`config.mk`:
```
export PLATFORM = sky130hd
export DESIGN_NAME = ctrl_unit_flat
export DESIGN_NICKNAME = d
export VERILOG_FILES = /design/src/rtl/ctrl_pkg.sv /design/src/rtl/ctrl_unit_if.sv /design/src/rtl/ctrl_decode.sv /design/src/rtl/ctrl_unit.sv /design/src/flat_wrapper.sv
export SDC_FILE = /design/constraint.sdc
export NUM_CORES = 1
export LEC_CHECK = 0
export ABC_CLOCK_PERIOD_IN_PS = 3550
export CAP_MARGIN = 20
export CORE_MARGIN = 1
export CORE_UTILIZATION = 35
export DETAILED_ROUTE_END_ITERATION = 16
export PLACE_DENSITY = 0.66
export SYNTH_ARGS = -nofsm -noshare
export SYNTH_HDL_FRONTEND = slang
export SYNTH_SLANG_ARGS = --single-unit
```
`constraint.sdc`:
```
create_clock -name clock -period 3.55 [get_ports clock]
set_input_delay 0.355 -clock clock [delete_from_list [all_inputs] [get_ports clock]]
set_output_delay 0.355 -clock clock [all_outputs]
set_load 0.02 [all_outputs]
```
`src/rtl/ctrl_pkg.sv`:
```
// ctrl_pkg: shared definitions for the Lab2 control unit.
//   - datapath/instruction width N and address/PC width AW
//   - opcode constants OP_LOAD .. OP_HALT (IR[7:5])
//   - Asel source codes for the accumulator datapath
//   - FSM state encoding (state_e)
//   - pc_inc(): program-counter increment, wraps modulo 2^AW
// Optional feature macro: CTRL_UNIT_SINGLE_STEP_EN (adds ST_STEP_WAIT).
package ctrl_pkg;

  localparam int N  = 8;
  localparam int AW = 5;

  localparam logic [2:0] OP_LOAD  = 3'b000;
  localparam logic [2:0] OP_STORE = 3'b001;
  localparam logic [2:0] OP_ADD   = 3'b010;
  localparam logic [2:0] OP_SUB   = 3'b011;
  localparam logic [2:0] OP_IN    = 3'b100;
  localparam logic [2:0] OP_JZ    = 3'b101;
  localparam logic [2:0] OP_JPOS  = 3'b110;
  localparam logic [2:0] OP_HALT  = 3'b111;

  localparam logic [1:0] ASEL_SUM = 2'b00;
  localparam logic [1:0] ASEL_MEM = 2'b01;
  localparam logic [1:0] ASEL_IN  = 2'b10;

  typedef enum logic [2:0] {
    ST_START     = 3'd0,
    ST_FETCH     = 3'd1,
    ST_DECODE    = 3'd2,
    ST_EXEC      = 3'd3,
    ST_LOAD2     = 3'd4,
    ST_HALT      = 3'd5
`ifdef CTRL_UNIT_SINGLE_STEP_EN
    , ST_STEP_WAIT = 3'd6
`endif
  } state_e;

  // Natural AW-bit overflow gives the required 31 -> 0 wrap.
  function automatic logic [AW-1:0] pc_inc(input logic [AW-1:0] pc);
    return pc + {{(AW-1){1'b0}}, 1'b1};
  endfunction

endpackage

```
`src/rtl/ctrl_unit_if.sv`:
```
// ctrl_unit_if: memory bus and accumulator-datapath control/status bundle.
//   mem_addr  (AW) memory address             mem_we  memory write strobe
//   mem_rdata (N)  memory read data           Aload   accumulator load enable
//   Sub            1 = subtract, 0 = add      Asel    datapath source select
//   Apos           A[N-1]==0                  Aeq0    A==0
// master: the control unit; slave: memory + datapath side.
interface ctrl_unit_if;
  import ctrl_pkg::*;

  logic [AW-1:0] mem_addr;
  logic          mem_we;
  logic [N-1:0]  mem_rdata;
  logic          Aload;
  logic          Sub;
  logic [1:0]    Asel;
  logic          Apos;
  logic          Aeq0;

  modport master (
    output mem_addr, mem_we, Aload, Sub, Asel,
    input  mem_rdata, Apos, Aeq0
  );

  modport slave (
    input  mem_addr, mem_we, Aload, Sub, Asel,
    output mem_rdata, Apos, Aeq0
  );

endinterface

```
`src/rtl/ctrl_decode.sv`:
```
// ctrl_decode: combinational Moore decode of the control outputs.
//   state_i       current FSM state       opcode_i     IR[7:5]
//   aeq0_i/apos_i datapath status flags (only used for jump_take_o)
//   aload_o, sub_o, asel_o, mem_we_o   datapath / memory controls
//   addr_sel_ir_o 1 = memory address from IR[4:0], 0 = from pc
//   jump_take_o   conditional jump taken (EXEC of JZ/JPOS only)
// Controls depend on state and opcode only; flags affect jump_take_o alone.
module ctrl_decode
  import ctrl_pkg::*;
(
  input  state_e      state_i,
  input  logic [2:0]  opcode_i,
  input  logic        aeq0_i,
  input  logic        apos_i,
  output logic        aload_o,
  output logic        sub_o,
  output logic [1:0]  asel_o,
  output logic        mem_we_o,
  output logic        addr_sel_ir_o,
  output logic        jump_take_o
);

  // Control and jump decode per state/opcode; everything idles at 0.
  always_comb begin
    aload_o       = 1'b0;
    sub_o         = 1'b0;
    asel_o        = ASEL_SUM;
    mem_we_o      = 1'b0;
    addr_sel_ir_o = 1'b0;
    jump_take_o   = 1'b0;
    case (state_i)
      ST_EXEC: begin
        addr_sel_ir_o = 1'b1;
        case (opcode_i)
          OP_STORE: mem_we_o = 1'b1;
          OP_ADD: begin
            aload_o = 1'b1;
            asel_o  = ASEL_SUM;
          end
          OP_SUB: begin
            aload_o = 1'b1;
            sub_o   = 1'b1;
            asel_o  = ASEL_SUM;
          end
          OP_IN: begin
            aload_o = 1'b1;
            asel_o  = ASEL_IN;
          end
          OP_JZ:   jump_take_o = aeq0_i;
          OP_JPOS: jump_take_o = apos_i;
          // LOAD loads in LOAD2; HALT issues nothing.
          default: jump_take_o = 1'b0;
        endcase
      end
      ST_LOAD2: begin
        addr_sel_ir_o = 1'b1;
        aload_o       = 1'b1;
        asel_o        = ASEL_MEM;
      end
      default: aload_o = 1'b0;
    endcase
  end

endmodule

```
`src/rtl/ctrl_unit.sv`:
```
// ctrl_unit: Lab2 processor control FSM (START/FETCH/DECODE/EXEC/LOAD2/HALT).
// Ports:
//   clock   system clock, rising edge
//   reset   synchronous active-low reset
//   enter   start pulse, only honoured in START
//   step    (CTRL_UNIT_SINGLE_STEP_EN only) releases STEP_WAIT
//   bus     ctrl_unit_if.master: memory bus, datapath controls and flags
//   pc      program counter
//   halted  high in HALT
// Optional feature macro: CTRL_UNIT_SINGLE_STEP_EN. When defined, each
// instruction ends in STEP_WAIT and waits for step=1 before the next FETCH.
// State, PC and IR live here; output decode lives in ctrl_decode.
module ctrl_unit
  import ctrl_pkg::*;
(
  input  logic          clock,
  input  logic          reset,
  input  logic          enter,
`ifdef CTRL_UNIT_SINGLE_STEP_EN
  input  logic          step,
`endif
  ctrl_unit_if.master   bus,
  output logic [AW-1:0] pc,
  output logic          halted
);

  state_e        state_q, state_d;
  logic [AW-1:0] pc_q, pc_d;
  logic [N-1:0]  ir_q, ir_d;

  logic [2:0]    opcode_s;
  logic [AW-1:0] ir_addr_s;
  logic          addr_sel_ir_s;
  logic          jump_take_s;
  state_e        done_state_s;

  assign opcode_s  = ir_q[N-1 -: 3];
  assign ir_addr_s = ir_q[AW-1:0];

`ifdef CTRL_UNIT_SINGLE_STEP_EN
  assign done_state_s = ST_STEP_WAIT;
`else
  assign done_state_s = ST_FETCH;
`endif

  ctrl_decode u_decode (
    .state_i       (state_q),
    .opcode_i      (opcode_s),
    .aeq0_i        (bus.Aeq0),
    .apos_i        (bus.Apos),
    .aload_o       (bus.Aload),
    .sub_o         (bus.Sub),
    .asel_o        (bus.Asel),
    .mem_we_o      (bus.mem_we),
    .addr_sel_ir_o (addr_sel_ir_s),
    .jump_take_o   (jump_take_s)
  );

  // Outputs are decoded purely from registered state, PC and IR.
  assign bus.mem_addr = addr_sel_ir_s ? ir_addr_s : pc_q;
  assign pc           = pc_q;
  assign halted       = (state_q == ST_HALT);

  // Next-state, PC and IR logic.
  always_comb begin
    state_d = state_q;
    pc_d    = pc_q;
    ir_d    = ir_q;
    case (state_q)
      ST_START: begin
        if (enter) state_d = ST_FETCH;
        else       state_d = ST_START;
      end
      ST_FETCH: state_d = ST_DECODE;
      ST_DECODE: begin
        // Read data for the FETCH address arrives this cycle.
        ir_d    = bus.mem_rdata;
        pc_d    = pc_inc(pc_q);
        state_d = ST_EXEC;
      end
      ST_EXEC: begin
        // pc already holds pc+1 here, so a taken jump simply overwrites it.
        if (jump_take_s) pc_d = ir_addr_s;
        else             pc_d = pc_q;
        case (opcode_s)
          OP_LOAD: state_d = ST_LOAD2;
          OP_HALT: state_d = ST_HALT;
          default: state_d = done_state_s;
        endcase
      end
      ST_LOAD2: state_d = done_state_s;
      ST_HALT:  state_d = ST_HALT;
`ifdef CTRL_UNIT_SINGLE_STEP_EN
      ST_STEP_WAIT: begin
        if (step) state_d = ST_FETCH;
        else      state_d = ST_STEP_WAIT;
      end
`endif
      default: state_d = ST_START;
    endcase
  end

  // State, PC and IR registers with synchronous active-low reset.
  always_ff @(posedge clock) begin
    if (!reset) begin
      state_q <= ST_START;
      pc_q    <= {AW{1'b0}};
      ir_q    <= {N{1'b0}};
    end else begin
      state_q <= state_d;
      pc_q    <= pc_d;
      ir_q    <= ir_d;
    end
  end

endmodule

```
`src/flat_wrapper.sv`:
```
// flat-port wrapper written by rule: the top's interface ports become plain ports
module ctrl_unit_flat import ctrl_pkg::*;
  (clock, reset, enter, pc, halted, bus_mem_addr, bus_mem_we, bus_Aload, bus_Sub, bus_Asel, bus_mem_rdata, bus_Apos, bus_Aeq0);
  ctrl_unit_if bus_i ();
  input  logic clock;
  input  logic reset;
  input  logic enter;
  output logic [AW-1:0] pc;
  output logic halted;
  output wire logic [$bits(bus_i.mem_addr)-1:0] bus_mem_addr;
  output wire logic [$bits(bus_i.mem_we)-1:0] bus_mem_we;
  output wire logic [$bits(bus_i.Aload)-1:0] bus_Aload;
  output wire logic [$bits(bus_i.Sub)-1:0] bus_Sub;
  output wire logic [$bits(bus_i.Asel)-1:0] bus_Asel;
  input wire logic [$bits(bus_i.mem_rdata)-1:0] bus_mem_rdata;
  input wire logic [$bits(bus_i.Apos)-1:0] bus_Apos;
  input wire logic [$bits(bus_i.Aeq0)-1:0] bus_Aeq0;
  assign bus_mem_addr = bus_i.mem_addr;
  assign bus_mem_we = bus_i.mem_we;
  assign bus_Aload = bus_i.Aload;
  assign bus_Sub = bus_i.Sub;
  assign bus_Asel = bus_i.Asel;
  assign bus_i.mem_rdata = bus_mem_rdata;
  assign bus_i.Apos = bus_Apos;
  assign bus_i.Aeq0 = bus_Aeq0;
  ctrl_unit u_core (.clock(clock), .reset(reset), .enter(enter), .bus(bus_i), .pc(pc), .halted(halted));
endmodule
```
==> flow_summary.json, run 1 <==
{
  "place_inst": 157,
  "worst_clock_skew_ns": 0.00568,
  "yosysUniqueCellTypes": 38,
  "crit_type": "reg -> out",
  "die_height_um": 53.9,
  "hpwl_um": 1460,
  "cts_buffers": 3,
  "final_cell_mix": "clkdlybuf4s50_1, nand2_1, dfxtp_1",
  "arrival_ns": 2.30,
  "io_buffers": 28,
  "core_sq_um": 2500,
  "syn-num-nets": 123,
  "worstSetupStartpoint": "u_core.state_q[1]$_SDFF_PN0_",
  "regArea_sq_um": 320,
  "first_iter_violations": 5,
  "setup_violations": 0,
  "grt_pass1_vias": 732,
  "path_cells": "nand2b_4 -> nor2_1 -> nor2_2 -> mux2_2 -> clkdlybuf4s50_1",
  "period_share": 0.749,
  "rsz0062_at_grt": "no",
  "design_area_sq_um": 1230,
  "hold_ws_ns": 0.493,
  "areaGrowthSynthToFinish_pct": 31.0,
  "worst-r2r-setup-slack_ns": 1.79,
  "crit_family": "simple AND/OR/NAND/NOR gates",
  "initial_core_util": 0.376,
  "ant_nets": 0,
  "h-tree-depth": 1,
  "cts.sinks": 16,
  "nets": 146,
  "antenna_found_initial": 0,
  "final_core_util": 0.493,
  "critPathCaptureType": "output pin",
  "clk_latency_ns": 0.29,
  "r2r_start": "u_core.state_q[1]$_SDFF_PN0_",
  "hold_buffers": 0,
  "grt_max_degree": 20,
  "async_flop_share": 0,
  "fin_cells": 161,
  "cts_resized": 0,
  "placedInstanceArea_sq_um": 1200,
  "ys_ff_latch": 16,
  "placementRows": 18,
  "yosysWarnings": 0,
  "synth_flop_cell": "dfxtp_1",
  "cpPeakStageDelay_ns": 0.53,
  "hold-path-cell-count": 2,
  "reg2regPathDepth": 4,
  "required_ns": 3.19,
  "routed_wl_um": 2080,
  "dp_slack_ns": 1.24,
  "irDropWorstVdd_mv": 0.236,
  "via_per_inst": 5.21,
  "clockBufferDepth": 2,
  "tightestPinTransition_ns": 0.610,
  "grt_use_met1": 0.207,
  "n_antenna_cell": 0,
  "hold_violations": 0,
  "track_usage": 0.160,
  "fin_ws_ns": 0.890,
  "syn_area_sq_um": 941,
  "fillers": 241,
  "reg2reg_to": "u_core.pc[4]$_SDFFE_PN0P_",
  "fmax_ghz": 0.376,
  "fin_crit_ns": 2.66,
  "use_met3": 0.0339,
  "finalSetupTns_ns": 0,
  "p_leak_nw": 0.437,
  "fp.dieArea_sq_um": 2900,
  "slew_violations": 0,
  "final_common_cell": "clkdlybuf4s50_1",
  "grt.busiest_layer": "met2",
  "overflow": 0,
  "synth_edf_count": 0,
  "grtUsageMet2": 0.253,
  "ios": 29,
  "cpMaxStageDelayCell": "clkdlybuf4s50_1",
  "path_clk_slew_ns": 0.10,
  "endpoint": "bus_mem_addr[4]",
  "cp_max_fo": 10,
  "syn_avg_cell_area_sq_um": 8.63,
  "grt_pass1_wl_um": 3280,
  "routedWlPerCell_um": 12.9,
  "first_pass_iters": 4,
  "place.gp.congestion": 0.796,
  "start_kind": "register",
  "dieWidth_um": 53.9,
  "status": "finished, final reports clean",
  "ys_seq_area_frac": 0.340,
  "num_vias": 839,
  "power_mw": 0.466,
  "cp.depth": 5,
  "critPathBufInv": 1,
  "drc": 0,
  "tritoncts": "done",
  "post_cts.repair.setup_buffers": 0,
  "slew_headroom": 0.592,
  "synth_cells": 109,
  "p_per_area_nw_per_um2": 378,
  "drive_gt1_frac": 0.107,
  "drv_cap": 0,
  "multi_input_area_sq_um": 554,
  "cts_root_buf": "clkbuf_4",
  "hold_class": "reg -> reg"
}
## cell usage after synthesis (2+ instances only)
library cell | number | share of area
mux2_2 | 5 | 0.060
nand3_1 | 5 | 0.027
nor3b_1 | 2 | 0.016
nand3b_1 | 4 | 0.032
nand4b_1 | 2 | 0.019
o21ai_0 | 2 | 0.011
buf_6 | 2 | 0.024
nand4_1 | 2 | 0.013
dfxtp_1 | 16 | 0.34
buf_2 | 5 | 0.027
a21boi_0 | 8 | 0.064
clkbuf_1 | 2 | 0.0080
a21oi_1 | 2 | 0.011
nand2_1 | 21 | 0.084
mux2i_1 | 2 | 0.021
o311a_1 | 2 | 0.021
nor2_1 | 4 | 0.016
or3_1 | 3 | 0.020
## sequential cells by signal, summed over array words and instances (netlist names)
signal          count
u_core.ir_q         8
u_core.pc           5
u_core.state_q      3
## how the worst min path moves through the flow
stage / startpoint / end
after global placement: u_core.ir_q[1]$_SDFFE_PN0P_ / u_core.ir_q[1]$_SDFFE_PN0P_
after detailed placement: u_core.ir_q[1]$_SDFFE_PN0P_ / u_core.ir_q[1]$_SDFFE_PN0P_
after CTS: u_core.ir_q[1]$_SDFFE_PN0P_ / u_core.ir_q[1]$_SDFFE_PN0P_
after floorplan: u_core.ir_q[1]$_SDFFE_PN0P_ / u_core.ir_q[1]$_SDFFE_PN0P_
final: u_core.ir_q[1]$_SDFFE_PN0P_ / u_core.ir_q[1]$_SDFFE_PN0P_
after global routing: u_core.ir_q[3]$_SDFFE_PN0P_ / u_core.ir_q[3]$_SDFFE_PN0P_
## worst register-to-register path, cell delays in order, from the launching register on
cell      delay [ns]
dfxtp_1         0.52
nor3b_4         0.55
nand4_1         0.18
or3_1           0.38
o211ai_2        0.07
## cells by family (layout without fill, tap and decap cells)
group                      Yosys count  in the layout  share of synthesized area
AOI/OAI and AO/OA                   21             21                      0.170
adders and majority gates            1              1                     0.0133
and+or+nand+nor                     52             52                      0.315
xor gates and xnor gates             1              1                    0.00931
buffers and inverters               11             33                     0.0705
muxes                                7              7                     0.0811
DFF                                 16             16                      0.340
## cell type report
type / count / share of cell area
sequential: 16 / 0.260
multi-input combinational: 82 / 0.450
tap: 30 / 0.0305
inverter: 1 / 0.00305
clock buffer: 4 / 0.0294
timing repair buffer: 28 / 0.227
## power by group
group	total, mW	switching (mW)	leakage [nW]	internal, mW
registers	0.225	0.0289	0.130	0.196
clock network	0.124	0.0611	0.0210	0.0624
logic	0.118	0.0541	0.286	0.0639
## layer usage
metal  part of all wire  vias up
met5                  0        -
met4             0.0063        0
met3              0.030        2
met2               0.45       14
met1               0.51      389
li1                   -      434
Power figures use the tool's default switching activity.
==> run 2, diff against run 1 <==
--- a/config.mk
+++ b/config.mk
@@ -5,7 +5,7 @@
 export SDC_FILE = /design/constraint.sdc
 export NUM_CORES = 1
 export LEC_CHECK = 0
-export ABC_CLOCK_PERIOD_IN_PS = 3550
+export ABC_CLOCK_PERIOD_IN_PS = 2500
 export CAP_MARGIN = 20
 export CORE_MARGIN = 1
 export CORE_UTILIZATION = 35
==> constraint.sdc (replaced) <==
create_clock -name clock -period 2.5 [get_ports clock]
set_input_delay 0.25 -clock clock [delete_from_list [all_inputs] [get_ports clock]]
set_output_delay 0.25 -clock clock [all_outputs]
set_load 0.02 [all_outputs]
==> run 2 against run 1 <==
  * Worst hold slack worse by 0.0067 ns
  * Wire length is 4.5% higher
  * Final area is 1.2% higher
  * Core utilization is 0.60 points higher
  * Die area stayed put
  * Clock-buffer cell count is 1 lower
  * Register-to-register slack worse by 0.83 ns
  * Flip-flop and latch count stayed put
  * First-iteration DRC count is 60% higher
  * Global-route usage is 0.43 points higher
  * Total power is 37% higher
  * Worst setup slack worse by 0.72 ns
  * Critical endpoint is now bus_mem_addr[3]
==> flow_summary.json, run 2 (synthesis results as in run 1) <==
{
  "status": "finished, final reports clean",
  "finalSetupTns_ns": 0,
  "antenna_found_initial": 0,
  "regMostFlops": "u_core.ir_q",
  "routedWlPerCell_um": 13.4,
  "irDropWorstVdd_mv": 0.254,
  "grt_pass1_wl_um": 3370,
  "cpPeakStageDelay_ns": 0.54,
  "period_share": 0.933,
  "path_clk_slew_ns": 0.09,
  "largest_reg_flops": 8,
  "drive_gt1_frac": 0.144,
  "place.gp.congestion": 0.792,
  "power_mw": 0.637,
  "clk_latency_ns": 0.29,
  "ant_nets": 0,
  "fmax_ghz": 0.429,
  "core_sq_um": 2500,
  "grt_pass1_vias": 748,
  "via_per_inst": 5.34,
  "path_cells": "nand2b_4 -> nor2_1 -> nor2_4 -> mux2_2 -> clkdlybuf4s50_1",
  "routed_wl_um": 2170,
  "crit_family": "buffers and inverters",
  "start_kind": "register",
  "cts_root_buf": "clkbuf_4",
  "dp_slack_ns": 0.279,
  "h-tree-depth": 1,
  "cp_max_fo": 10,
  "hold_ws_ns": 0.486,
  "die_height_um": 53.9,
  "critPathBufInv": 1,
  "critPathCaptureType": "output pin",
  "initial_core_util": 0.376,
  "cpMaxStageDelayCell": "clkdlybuf4s50_1",
  "clockBufferDepth": 2,
  "hold_buffers": 0,
  "io_buffers": 28,
  "rsz0062_at_grt": "no",
  "dieWidth_um": 53.9,
  "fin_ws_ns": 0.168,
  "final_common_cell": "clkdlybuf4s50_1",
  "overflow": 0,
  "drc": 0,
  "slew_violations": 0,
  "fin_crit_ns": 2.33,
  "worst-r2r-setup-slack_ns": 0.96,
  "cts_buffers": 3,
  "cts.sinks": 16,
  "fp.dieArea_sq_um": 2900,
  "hpwl_um": 1600,
  "worst_clock_skew_ns": 0.00165,
  "tritoncts": "done",
  "arrival_ns": 2.08,
  "p_per_area_nw_per_um2": 510,
  "nets": 148,
  "areaGrowthSynthToFinish_pct": 32.6,
  "first_iter_violations": 8,
  "n_antenna_cell": 0,
  "final_cell_mix": "clkdlybuf4s50_1, nand2_1, dfxtp_1",
  "hold_violations": 0,
  "first_pass_iters": 4,
  "ios": 29,
  "tightestPinTransition_ns": 0.432,
  "setup_violations": 0,
  "num_vias": 865,
  "drv_cap": 0,
  "p_leak_nw": 0.445,
  "placementRows": 18,
  "track_usage": 0.164,
  "grt_max_degree": 13,
  "slew_headroom": 0.712,
  "crit_type": "reg -> out",
  "required_ns": 2.25,
  "hold_class": "reg -> reg"
}
[run 2: cell types whose count changed in the layout (fill, tap and decap cells not counted)]
| cell | previous run | this run |
|---|---|---|
| dfxtp_1 | 16 | 13 |
| nor3b_2 | 0 | 1 |
| nor2_4 | 0 | 1 |
| nor3b_1 | 2 | 1 |
| buf_4 | 0 | 2 |
| clkbuf_8 | 1 | 0 |
| nor2_2 | 1 | 0 |
| dfxtp_2 | 0 | 3 |
[run 2: routing by layer]
metal / wire length, um / track usage / up-vias / part of all wire
met4: 23 / 0.0614 / 0 / 0.011
met1: 1000 / 0.196 / 410 / 0.46
met5: 0 / 0 / - / 0
li1: - / - / 436 / -
met3: 70 / 0.0508 / 4 / 0.032
met2: 1070 / 0.272 / 15 / 0.50
[run 2: final cells by class]
class,count,area [sq um]
fill,248,1250
multi-input combinational,82,564
sequential,16,324
timing repair buffer,30,295
tap,30,37.5
clock buffer,3,22.5
inverter,1,3.75
[run 2: where the power goes]
group | leakage [nW] | switching [mW] | total, mW | internal [mW]
Sequential | 0.131 | 0.0397 | 0.319 | 0.280
Clock | 0.0138 | 0.0849 | 0.141 | 0.0561
Combinational | 0.300 | 0.0805 | 0.176 | 0.0957
Total | 0.445 | 0.205 | 0.637 | 0.432
[run 2: what timing repair did]
action / 4_1_cts / 5_1_grt
resized for setup: 1 / 4
setup endpoints to repair: 5 / 5
buffers inserted: 0 / 0
[run 2: path summary, 6_finish.rpt]
kind | startpoint | end | depth (start not counted)
max reg2reg | u_core.state_q[1]$_SDFF_PN0_ | u_core.pc[3]$_SDFFE_PN0P_ | 5
min reg2reg | u_core.ir_q[1]$_SDFFE_PN0P_ | u_core.ir_q[1]$_SDFFE_PN0P_ | 2
min | u_core.ir_q[1]$_SDFFE_PN0P_ | u_core.ir_q[1]$_SDFFE_PN0P_ | 2
max | u_core.state_q[1]$_SDFF_PN0_ | bus_mem_addr[3] | 5
[run 2: metrics by stage]
step	cells	area, sq um	utilization
3_5_place_dp	159	1210	0.484
5_1_grt	162	1250	0.499
4_1_cts	162	1230	0.494
6_report	162	1250	0.499
3_3_place_gp	159	1210	0.484
2_1_floorplan	109	941	-
[run 2: tightest hold or removal path, delay by kind of cell (launching register included)]
family | cells | cell delay, ns
compound gates | 1 | 0.06
flops | 1 | 0.33
simple gates | 1 | 0.05
==> edit 1: new RTL, settings of run 2 <==
`AW`: 5 -> 6.
--- a/src/rtl/ctrl_pkg.sv
+++ b/src/rtl/ctrl_pkg.sv
@@ -8,7 +8,7 @@
 package ctrl_pkg;
 
   localparam int N  = 8;
-  localparam int AW = 5;
+  localparam int AW = 6;
 
   localparam logic [2:0] OP_LOAD  = 3'b000;
   localparam logic [2:0] OP_STORE = 3'b001;
Ports: changed (resized bus_mem_addr and pc); port bits go from 29 to 31. No check against the original RTL was run, so the function may have changed too.
==> edit 1 against run 2 <==
- critical path depth is the same
- clock power grew 8%
- non-clock buffer count grew 2
- sequential cell count grew 1
- synthesized cell count grew 13%
- first-iteration DRC count grew 100%
- total power grew 8.5%
- core utilization shrank 0.61 points
- synthesized area grew 11%
- worst setup slack lost 0.020 ns
- design area grew 11%
- routed wire length grew 19%
- register-to-register slack gained 0.02 ns
==> edit 1: results (changes against run 2) <==
| Metric | Value |
|---|---|
| WL final | 2572 µm (+19%) |
| Most used DFF post-synth | dfxtp_1 |
| Synth Net Count | 137 (+11%) |
| Final net count | 166 (+12%) |
| Post-synthesis cell type count | 39 (+2.6%) |
| Tot GR Track Use | 17.20% (+0.80 points) |
| Status | completed |
| Clock Latency Late Sink | 0.29 ns (about the same) |
| Placed Area | 1348 µm² (+11%) |
| Total CTS buffers | 3 (unchanged) |
| Share of layout cells above drive strength 1 | 13.91% (-0.49 points) |
| Largest net degree at the start of global routing | 18 (+5) |
| Initial DRT Pass Iterations | 4 (unchanged) |
| Top cells by area, synth | dfxtp_1 (32%), nand2_1 (9.0%), mux2_2 (6.5%), a21boi_0 (5.7%), nand4b_4 (4.5%) |
| Synth cell count leaders | nand2_1 (25), dfxtp_1 (17), a21boi_0 (8) |
| Clock H-tree levels | 1 (unchanged) |
| CTS Root Cell | clkbuf_4 |
| Yosys top cell area share | 32.50% (-1.5 points) |
| Global-route wire length before repair | 4278 µm (+27%) |
| Clk slew on worst S/H paths | 0.10 ns |
| LEAKAGE | 0.5335 nW (+20%) |
| Antenna cells | 0 (unchanged) |
| Clk buf depth | 2 (unchanged) |
| Vias in the first global route | 942 (+26%) |
| Hold Path Class | reg -> reg |
| Slew HR | 58.68% (-13 points) |
| Critical Path AT | 2.10 ns (+0.02 ns) |
| Largest register FFs | 8 (unchanged) |
| Max FO, Critical Path | 10 (unchanged) |
| VDD IR max | 0.3453 mV (+36%) |
| Register area share after synthesis | 32.50% (-1.5 points) |
| Port Buffers | 30 (+7.1%) |
| Yosys warning total | 0 (unchanged) |
| Setup Fix Bufs, Post-CTS | 0 (unchanged) |
| Dpl hpwl | 1908 µm (+19%) |
| Placer Congestion | 0.8052 (+1.6%) |
| Async SR Flop Fraction | 0% (unchanged) |
| Starting DRT DRC Count | 16 (+8) |
| Clk_skew | 0.0007307 ns (-0.0009185 ns) |
| Total number of vias | 991 (+15%) |
[edit 1: cell count changes in the layout (fill, tap and decap cells not counted), moves of 3 or more]
cell and delta:
nand2_1 +4, o21ai_0 +3, nand3b_1 -3, or3_1 -3
nor2_1 +3, and3_1 +4, nand3_1 -3, a21oi_1 +4
nor3_1 +3
[edit 1: where the power goes]
part / switching [W] / internal, W
Sequential: 0.0000391 / 0.000296
Combinational: 0.000103 / 0.000101
Clock: 0.0000920 / 0.0000596
Total: 0.000234 / 0.000457
[edit 1: area by class of cell]
type                            count  area [µm²]
Fill cell                         287        1423
Timing Repair Buffer               32       315.3
Multi-Input combinational cell     96       650.6
Tap cell                           31       38.79
Clock buffer                        3       22.52
Clock inverter                      1       5.005
Sequential cell                    17       342.8
Inverter                            2       7.507
[edit 1: worst max-delay path: stages, from the launching register on]
cell and delay [ns]:
dfxtp_2 0.43, nand2b_1 0.17, nor2_1 0.10, nor2_4 0.21, mux2_2 0.36, clkdlybuf4s50_1 0.54
[edit 1: metal layers]
layer	GRT usage [%]	part of all wire, %
met1	21.07	44
met5	0	0
met2	28.74	49
met4	5.714	0.39
met3	4.839	6.1
[edit 1: final timing paths]
path	from	endpoint	slack [ns]	depth (start not counted)
max	u_core.state_q[1]	bus_mem_addr[5]	0.15	5
max reg2reg	u_core.state_q[0]	u_core.pc[4]	0.98	5
min reg2reg	u_core.ir_q[2]	u_core.ir_q[2]	0.50	2
min	u_core.ir_q[2]	u_core.ir_q[2]	0.50	2
[edit 1: cells by family after synthesis]
| kind of cell | after synthesis | share of synthesized area, % |
|---|---|---|
| AO/OA/AOI/OAI | 31 | 22.22 |
| AND/OR/NAND/NOR | 56 | 29.99 |
| adder cells (fa/ha/maj) | 1 | 1.195 |
| XOR/XNOR | 1 | 0.8365 |
| multiplexers | 7 | 7.407 |
| flip-flops | 17 | 32.50 |
| buffers and inverters | 10 | 5.854 |
[edit 1: stage by stage]
step,cells,total power [W],setup slack [ns],util [%]
floorplan,123,0.0004662,0.8222,-
global placement,178,0.0005377,0.3202,48.04
detailed placement,178,0.0005425,0.3166,48.04
CTS,182,0.0006947,0.04765,49.20
global route,182,0.0007324,0.03591,49.29
finish,182,0.0006906,0.1482,49.29
==> edit 2: new RTL, flow settings as in run 2 <==
Made on the original files. Add an input register stage for `enter`, without a reset; this delays it by one clock. The other inputs are not delayed to match.
--- a/src/rtl/ctrl_unit.sv
+++ b/src/rtl/ctrl_unit.sv
@@ -23,6 +23,12 @@
   output logic [AW-1:0] pc,
   output logic          halted
 );
+
+  logic enter_q;
+
+  always_ff @(posedge clock) begin
+    enter_q <= enter;
+  end
 
   state_e        state_q, state_d;
   logic [AW-1:0] pc_q, pc_d;
@@ -68,7 +74,7 @@
     ir_d    = ir_q;
     case (state_q)
       ST_START: begin
-        if (enter) state_d = ST_FETCH;
+        if (enter_q) state_d = ST_FETCH;
         else       state_d = ST_START;
       end
       ST_FETCH: state_d = ST_DECODE;
Formal check against the unedited RTL: not equivalent (a bounded check fails within 4 cycles, from zero or initial values and one cycle with reset low).
==> edit 2 against run 2 <==
- total power increased by 4.3%
- synthesized area increased by 2.7%
- critical path type unchanged
- sequential cell count grew 1
- highest routed layer unchanged
- routed wire length up 2.8%
- largest cell class unchanged
- register-to-register slack lost 0.15 ns
- hold slack lost 0.094 ns
- worst setup slack got worse by 0.014 ns
- via count rose by 4.0%
- design area grew 1.4%
- non-clock buffer count is 1 lower
- count of clock-buffer cells in the layout stayed put
- core utilization decreased by 0.19 points
- die area is 2.6% higher
==> edit 2: results (changes against run 2) <==
| Metric | Value |
|---|---|
| CP Launch Point | u_core.state_q[0] |
| Hold Path Stages | 1 (-1) |
| Placer Congestion | 0.7590 (-4.2%) |
| Post-synthesis cell type count | 39 (+2.6%) |
| Largest net degree at the start of global routing | 14 (+1) |
| Slew HR | 61.31% (-9.9 points) |
| Hold Path Sink | u_core.enter_q |
| Global-route wire length before repair | 3643 µm (+8.2%) |
| WL final | 2229 µm (+2.8%) |
| VDD IR max | 0.2896 mV (+14%) |
| Share of layout cells above drive strength 1 | 14.29% (-0.11 points) |
| Critical path's largest stage delay | 0.59 ns (+0.05 ns) |
| Register area share after synthesis | 35.23% (+1.2 points) |
| Non-clock buffers | 29 (-3.3%) |
| Worst Reg-to-Reg Cells | 4 (-1) |
| Buffer share of cell area | 22.75% (-0.92 points) |
| LEAKAGE | 0.4517 nW (+1.6%) |
| Synth Net Count | 124 (+0.81%) |
| Tot GR Track Use | 17.22% (+0.83 points) |
| Sw power | 0.0002148 W (+4.8%) |
| Status | completed |
| FILL cells | 255 (+2.8%) |
| Dpl hpwl | 1582 µm (-1.4%) |
| Top cells by area, synth | dfxtp_1 (35%), nand2_1 (8.2%), a21boi_0 (6.2%), mux2_2 (5.8%), nand3b_1 (3.1%) |
| Vias in the first global route | 828 (+11%) |
edit 2: per-stage QoR:
step / cell area, µm² / util [%] / setup slack [ns] / instances / hold slack, ns
finish: 1265 / 49.71 / 0.1539 / 163 / 0.3927
CTS: 1257 / 49.41 / 0.001075 / 163 / 0.3887
floorplan: 965.9 / - / 0.8500 / 110 / 0.2777
global route: 1265 / 49.71 / 0.06229 / 163 / 0.3930
detailed placement: 1229 / 48.28 / 0.3065 / 159 / 0.4799
global placement: 1229 / 48.28 / 0.3500 / 159 / 0.4669
edit 2: routing by layer:
metal	routed length, µm	global-route usage [%]	vias to the layer above
met4	55	10.26	0
met2	1081	27.03	27
li1	-	-	435
met5	0	0	-
met1	1014	22.43	434
met3	78	1.944	4
edit 2: cells by family after synthesis:
| kind of cell | share of synthesized area (%) |
|---|---|
| adders and majority gates | 1.295 |
| AOI/OAI and AO/OA | 16.58 |
| and+or+nand+nor | 31.22 |
| buffers and inverters | 6.865 |
| xor gates and xnor gates | 0.9069 |
| DFF | 35.23 |
| muxes | 7.901 |
